$ cat src/rtl/shift_rx.sv
// Serial-in receiver: assembles MSB-first frames after a Load strobe.
// Emits a Valid pulse per completed word and an Err pulse per aborted frame.
module shift_rx #(
  parameter int WIDTH = 4
) (
  input  logic             clk,
  input  logic             rst,
  input  logic             Load,
  input  logic             Din,
  output logic [WIDTH-1:0] Dout,
  output logic             Valid,
  output logic             Busy,
  output logic             Err
);

  localparam int CW = $clog2(WIDTH + 1);
  localparam logic [CW-1:0] LAST = CW'(WIDTH - 1);

  typedef enum logic {
    IDLE,
    SHIFT
  } state_t;

  state_t           r_state;
  state_t           w_state_nx;
  logic [CW-1:0]    r_cnt;
  logic [CW-1:0]    w_cnt_nx;
  logic [WIDTH-1:0] r_sreg;
  logic [WIDTH-1:0] w_sreg_nx;
  logic [WIDTH-1:0] w_shifted;
  logic [WIDTH-1:0] r_dout;
  logic [WIDTH-1:0] w_dout_nx;
  logic             r_valid;
  logic             w_valid_nx;
  logic             r_err;
  logic             w_err_nx;
  logic             r_busy;

  assign w_shifted = {r_sreg[WIDTH-2:0], Din};

  always_ff @(posedge clk or posedge rst) begin
    if (rst) begin
      r_state <= IDLE;
      r_cnt   <= '0;
      r_sreg  <= '0;
      r_dout  <= '0;
      r_valid <= 1'b0;
      r_err   <= 1'b0;
      r_busy  <= 1'b0;
    end else begin
      r_state <= w_state_nx;
      r_cnt   <= w_cnt_nx;
      r_sreg  <= w_sreg_nx;
      r_dout  <= w_dout_nx;
      r_valid <= w_valid_nx;
      r_err   <= w_err_nx;
      r_busy  <= (w_state_nx == SHIFT);
    end
  end

  always_comb begin
    w_state_nx = r_state;
    w_cnt_nx   = r_cnt;
    w_sreg_nx  = r_sreg;
    w_dout_nx  = r_dout;
    w_valid_nx = 1'b0;
    w_err_nx   = 1'b0;
    unique case (r_state)
      IDLE: begin
        if (Load) begin
          w_state_nx = SHIFT;
          w_cnt_nx   = '0;
        end
      end
      SHIFT: begin
        // Load on the final bit completes this word and chains the next
        if (r_cnt == LAST) begin
          w_sreg_nx  = w_shifted;
          w_dout_nx  = w_shifted;
          w_valid_nx = 1'b1;
          w_cnt_nx   = '0;
          w_state_nx = Load ? SHIFT : IDLE;
        end else if (Load) begin
          w_err_nx = 1'b1;
          w_cnt_nx = '0;
        end else begin
          w_sreg_nx = w_shifted;
          w_cnt_nx  = r_cnt + CW'(1);
        end
      end
    endcase
  end

  assign Dout  = r_dout;
  assign Valid = r_valid;
  assign Busy  = r_busy;
  assign Err   = r_err;

endmodule

$ cat config.mk
export PLATFORM = sky130hd
export DESIGN_NAME = shift_rx
export DESIGN_NICKNAME = d
export VERILOG_FILES = /design/src/rtl/shift_rx.sv
export SDC_FILE = /design/constraint.sdc
export NUM_CORES = 1
export LEC_CHECK = 0
export ABC_AREA = 1
export ABC_CLOCK_PERIOD_IN_PS = 1600
export BUFFER_PORTS_ARGS = -buffer_cell sky130_fd_sc_hd__buf_2
export CORE_AREA = 4 4 41 43
export DETAILED_ROUTE_END_ITERATION = 6
export DIE_AREA = 0 0 45 47
export GPL_TIMING_DRIVEN = 0
export MAX_ROUTING_LAYER = met4
export SYNTH_ARGS = -nofsm -noshare
export SYNTH_HDL_FRONTEND = slang
export SYNTH_SLANG_ARGS = --single-unit
$ cat constraint.sdc
create_clock -name clk -period 1.6 [get_ports clk]
set_clock_uncertainty 0.1 [all_clocks]
set_input_delay 0.16 -clock clk [delete_from_list [all_inputs] [get_ports clk]]
set_output_delay 0.16 -clock clk [all_outputs]
set_load 0.02 [all_outputs]
==> impl_results.md, run 1 <==
* Setup Buffers After CTS at 0
* Yosys cell types at 12
* Crit-path slowest cell: dfrtp_1
* Hold Path Class: input port to flop
* Gate Count Post-Synth at 63
* Routed wire length per instance at 10.2 um
* CP Class: flop to flop
* Clk pin slew, worst setup/hold paths at 0.08 ns
* Starting Density at 44.1%
* Total Wirelength at ~950 um
* Slew @ Worst Pin at between 0.4 and 0.5 ns
* Number of global-route vias before repair at 380
* Sinks on the clock net at 13
* Max Root-Sink Buffers at 2
* # DRC at 0
* Layout area overhead at 18.3%
* Layout Nets at between 80 and 90
* Largest net degree at the start of global routing at 14
* Syn nets at 70
* First-pass GRT wire length at ~1600 um
* Die Y at 47 um
* Final setup TNS at 0 ns
* Final period utilization at a little under 90%
* Flops & latches, synth at 13
* CTS tree: yes
* Max Cap Viol at 0
* Fin Hold WS at around 0.006 ns
* Cell row count at 13
* Startpoint types: flop
* Clock latency at the later pin of the worst-skew pair at roughly 0.27 ns
* Dpl cell area at roughly 640 sq um
* Initial DRC Count at 5
* Tot Pwr at about 1.1 mW
* Overall die width at around 45 um
* I/O pin count at 11
* Initial antenna violation count at 0
* H-tree levels at 1
* Setup violators final at 0
* Inst Count DP at 88
* Layout cells sized above 1 at between 20% and 30%
* Post-CTS sizing at 0
* Die area at approximately 2100 sq um
* Syn Std Cell Area at about 570 sq um
* Final Wtd Congestion at 0.819
* HPWL Detailed at 712 um
* Sequential cell area fraction in the yosys report at a little under three fifths
* Lkg Pwr at ~0.39 nW
* Status: finished, final reports clean
* Max VDD drop at a little under 700 uV
* Crit end category: flop
* Worst EP arrival at 1.46 ns
* Input/output buffers at 10
* Final Hold Fails at 0
* Core Box Area at between 1000 and 1500 sq um
* Power per Cell Area at roughly 1600 nW/um^2
* CP top delay family: adder cells
* ANT nets after route at 0
* Via/cell ratio at about 4.6
* Fmax at approximately 710 MHz
* Worst Path Buf+Inv at 1
* Fin cells at 93
* Unrepaired setup endpoints after global routing: false
* Largest stage delay on the critical path at 0.40 ns
* Gr ovfl total at 0
* Synth warn at 0
* GRT Total Usage at 10.8%
* Cell Chain, Critical Path: ha_1 -> ha_1 -> nand2_4 -> clkinv_4 -> nand2_1 -> nand2_1
* Rel. slew slack at between 60% and 70%
* CTS Buf Count at 3
* Vias at about 430
* Design Area, Final at 679 sq um
* Worst EP required at between 1.5 and 2 ns
* CP Max Fanout at 8
* Crit path time final at approximately 1.4 ns
* First-pass DRT Iterations at 4
* Antenna cells at 0
* Synth Area per Inst at just over 9 sq um
* Fill cell count at 126
* Pins over their slew limit at 0
* Root Driver: clkbuf_4
==> layer usage <==
metal	share of wire [%]	wire length, um	GRT usage, %
met1	47	444	13.2
met2	48	456	16.1
met3	4.2	40	3.45
met4	1.1	10	5.26
met5	0	0	-
==> path summary, 6_finish.rpt <==
kind | from | end | slack (ns) | depth (start not counted)
max | r_cnt[0] | Dout[2] | 0.20 | 6
min | Din | Dout[0] | 0.006 | 3
max reg2reg | r_cnt[0] | Dout[2] | 0.20 | 6
min reg2reg | Dout[1] | Dout[1] | 0.38 | 2
max in group asynchronous | rst | Dout[0] | 0.72 | 3
min in group asynchronous | rst | Dout[3] | 0.34 | 3
==> report_power, final <==
part           total, mW  internal, mW  leakage [nW]  switching [mW]
clock              0.201        0.0963        0.0150           0.105
sequential         0.511         0.449         0.163          0.0624
combinational      0.395         0.145         0.208           0.250
==> cell type report <==
type                            instances  area [sq um]  area share (%)
Sequential cell                        13           325            47.9
Multi-Input combinational cell         41           203            29.8
Timing Repair Buffer                   11          60.1            8.84
Inverter                                8          35.0            5.16
Clock buffer                            4          26.3            3.87
Tap cell                               15          18.8            2.76
Buffer                                  1          11.3            1.66
==> cells in the final DEF (no fill, tap or decap), drive strengths merged <==
master        n
nand2        25
buf          11
dfrtp        13
o21ai         3
ha            3
clkinv        1
nand3         7
dlygate4sd3   1
nor2          3
clkbuf        4
inv           7
==> cells in the mapped netlist (all sizes together) <==
library cell / n / area share [%]
buf: 1 / 2.0
clkinv: 1 / 1.5
dfrtp: 13 / 57
ha: 3 / 6.5
inv: 7 / 4.6
nand2: 25 / 18
nand3: 7 / 6.1
nor2: 3 / 2.4
o21ai: 3 / 2.6
==> cell families (layout without fill, tap and decap cells) <==
group,after synthesis,after routing,synth area share [%]
AND/OR/NAND/NOR,35,35,26.1
AO/OA/AOI/OAI,3,3,2.61
buffers and inverters,9,24,8.06
adder cells (fa/ha/maj),3,3,6.54
flip-flops,13,13,56.6
==> stage by stage <==
step	util, %	setup slack (ns)
3_5_place_dp	49.4	0.205
5_1_grt	52.2	0.113
3_3_place_gp	49.4	0.205
4_1_cts	52.2	0.190
2_1_floorplan	-	0.296
6_report	52.2	0.200
==> worst reg2reg max path: stages (launching register included) <==
cell and delay [ns]:
dfrtp_1 0.40, ha_1 0.22, ha_1 0.25, nand2_4 0.15
clkinv_4 0.08, nand2_1 0.06, nand2_1 0.04
==> timing repair <==
action | CTS | global route
hold buffers | 1 | 0
setup endpoints to repair | 0 | 0
hold endpoints to repair | 13 | 0
==> sequential cells by signal (all words and copies together) (netlist names) <==
name	cells
Dout	4
r_cnt	3
r_sreg	3
Busy	1
Err	1
Valid	1
Power figures use the tool's default switching activity.
==> run 2, diff against run 1 <==
--- a/config.mk
+++ b/config.mk
@@ -8,11 +8,14 @@
 export ABC_AREA = 1
 export ABC_CLOCK_PERIOD_IN_PS = 1600
 export BUFFER_PORTS_ARGS = -buffer_cell sky130_fd_sc_hd__buf_2
-export CORE_AREA = 4 4 41 43
+export CELL_PAD_IN_SITES_DETAIL_PLACEMENT = 0
+export CELL_PAD_IN_SITES_GLOBAL_PLACEMENT = 1
+export CORE_MARGIN = 4
+export CORE_UTILIZATION = 38
 export DETAILED_ROUTE_END_ITERATION = 6
-export DIE_AREA = 0 0 45 47
 export GPL_TIMING_DRIVEN = 0
 export MAX_ROUTING_LAYER = met4
+export PLACE_DENSITY_LB_ADDON = 0.1
 export SYNTH_ARGS = -nofsm -noshare
 export SYNTH_HDL_FRONTEND = slang
 export SYNTH_SLANG_ARGS = --single-unit
==> impl_results.md, run 2 (synthesis gave the netlist of run 1 again) <==
* Status: finished, final reports clean
* Final Wtd Congestion at 0.795 (-2.9%)
* P_int at 0.691 mW (+0.13%)
* Met3 Routed Length at 44 um (+10%)
* Gr ovfl total at 0 (unchanged)
* Power per Cell Area at 1640 nW/um^2 (+0.47%)
* Final period utilization at 87.8% (+0.34 points)
* Final setup TNS at 0 ns (unchanged)
* Worst Hold Depth at 3 (unchanged)
* Total Wirelength at 998 um (+4.9%)
* Combinational Power Share at 35.8% (about the same)
* Worst R2R Setup Slack at 0.19 ns (about the same)
* Met2 routed WL at 459 um (+0.66%)
* Core Box Area at 1370 sq um (+5.0%)
* Starting Density at 42.0% (-2.1 points)
* Top Metal Used: met4
* I/O pin count at 11 (unchanged)
* Worst Hold Launch: Din
* Crit path time final at 1.41 ns (+0.00551 ns)
* First-pass GRT wire length at 1610 um (+2.6%)
* Lkg Pwr at 0.386 nW (unchanged)
* Clock latency at the later pin of the worst-skew pair at 0.27 ns (about the same)
* Worst EP arrival at 1.47 ns (about the same)
* Setup violators final at 0 (unchanged)
* Net Switching at 0.422 mW (+1.0%)
* Clock Power Share at 18.2% (about the same)
* Worst EP required at 1.67 ns (about the same)
* Pins over their slew limit at 0 (unchanged)
* # DRC at 0 (unchanged)
* CP Class: flop to flop
* Initial DRC Count at 5 (unchanged)
* Die area at 2200 sq um (+3.9%)
* Die Y at 46.9 um (-0.27%)
* Fill cell count at 144 (+14%)
* Crit end category: flop
* Input/output buffers at 10 (unchanged)
* Net Sw Frac at 37.9% (+0.21 points)
* CP Max Fanout at 8 (unchanged)
* Root Driver: clkbuf_4
* Hold Path Class: input port to flop
* CTS Buf Count at 3 (unchanged)
* Unrepaired setup endpoints after global routing: false
* CP Launch Point: r_cnt[0]
* Rel. slew slack at 66.8% (-0.42 points)
* Max Cap Viol at 0 (unchanged)
* Layout area overhead at 18.3% (unchanged)
* Max reg flops at 4 (unchanged)
* First-pass DRT Iterations at 2 (-2)
* Number of global-route vias before repair at 363 (-4.5%)
* CTS tree: yes
* Routed wire length per instance at 10.7 um (+4.9%)
* FF-to-FF Start: r_cnt[0]
* Largest net degree at the start of global routing at 14 (unchanged)
* Via/cell ratio at 4.57 (-0.47%)
* Crit Reg-Reg Endpoint: Dout[0]
* Slew @ Worst Pin at 0.498 ns (+0.00622 ns)
* Most common cell after layout, fill and taps aside: nand2_1
* Max Root-Sink Buffers at 2 (unchanged)
* HPWL Detailed at 735 um (+3.3%)
* Cell row count at 13 (unchanged)
* Dpl cell area at 643 sq um (unchanged)
* Sinks on the clock net at 13 (unchanged)
* Antenna cells at 0 (unchanged)
* Layout cells sized above 1 at 25.6% (unchanged)
* Hold Crit Endpoint: Dout[0]
* GRT Total Usage at 11.3% (+0.46 points)
* Fmax at 712 MHz (-0.39%)
* Layout Nets at 86 (unchanged)
* Clk pin slew, worst setup/hold paths at 0.08 ns (about the same)
* Wl on met1 at 483 um (+8.8%)
* Post-CTS sizing at 0 (unchanged)
* Max VDD drop at 633 uV (-6.9%)
* H-tree levels at 1 (unchanged)
* ANT nets after route at 0 (unchanged)
* Commonest non-fill, non-tap cells in the layout: 24 x nand2_1, 13 x dfrtp_1, 10 x buf_2
* Vias at 425 (-0.47%)
* Design Area, Final at 679 sq um (unchanged)
* Overall die width at 46.9 um (+4.2%)
* Initial antenna violation count at 0 (unchanged)
* R2R depth at 6 (unchanged)
* Startpoint types: flop
* Final Hold Fails at 0 (unchanged)
* Register share of total power at 46.0% (-0.2 points)
==> run 2: cell counts in the layout (fill, tap and decap cells not counted) <==
Identical to the previous run, type by type.
==> run 2: through the flow <==
stage | cells | total power, mW | utilization (%) | hold WS (ns) | setup slack (ns)
finish | 93 | 1.11 | 49.7 | 0.0116 | 0.195
global route | 93 | 1.21 | 49.7 | 0.0123 | 0.101
floorplan | 63 | 0.803 | - | -0.0630 | 0.296
CTS | 93 | 1.13 | 49.7 | 0.000904 | 0.183
global placement | 88 | 0.915 | 47.1 | 0.111 | 0.191
detailed placement | 88 | 0.923 | 47.1 | 0.111 | 0.195
==> run 2: critical path: stages, from the launching register on <==
cell      delay [ns]
dfrtp_1         0.40
ha_1            0.23
ha_1            0.24
nand2_4         0.15
clkinv_4        0.08
nand2_1         0.06
nand2_1         0.05
==> run 2: worst max-delay path by stage <==
stage / cells past startpoint / slack [ns] / to
after floorplan: 6 / 0.30 / Dout[1]
final: 6 / 0.19 / Dout[0]
after detailed placement: 6 / 0.20 / Dout[0]
after global routing: 6 / 0.10 / Dout[3]
after CTS: 6 / 0.18 / Dout[3]
after global placement: 6 / 0.19 / Dout[0]
==> run 2: area by class of cell <==
type / instances / area (sq um) / area share [%]
multi-input cells: 41 / 203 / 29.8
clock buffers: 4 / 26.3 / 3.87
repair buffers: 11 / 60.1 / 8.84
inverters: 8 / 35.0 / 5.16
plain buffers: 1 / 11.3 / 1.66
flip-flops and latches: 13 / 325 / 47.9
well taps: 15 / 18.8 / 2.76
==> run 2: power by group through the flow <==
stage          Combinational (mW)  Clock [mW]  Sequential, mW
2_1_floorplan               0.209           0           0.594
3_3_place_gp                0.400           0           0.515
3_5_place_dp                0.405           0           0.518
4_1_cts                     0.408       0.214           0.511
5_1_grt                     0.457       0.222           0.527
6_report                    0.399       0.203           0.512
==> run 2: layer usage <==
metal	track usage [%]	vias up
li1	-	227
met1	14.7	190
met2	14.4	6
met3	3.45	2
met4	8.29	0
met5	-	-
==> run 2: what timing repair did <==
action | CTS | global route
setup buffers | 0 | 0
endpoints found under the hold margin | 13 | 0
hold buffers | 1 | 0
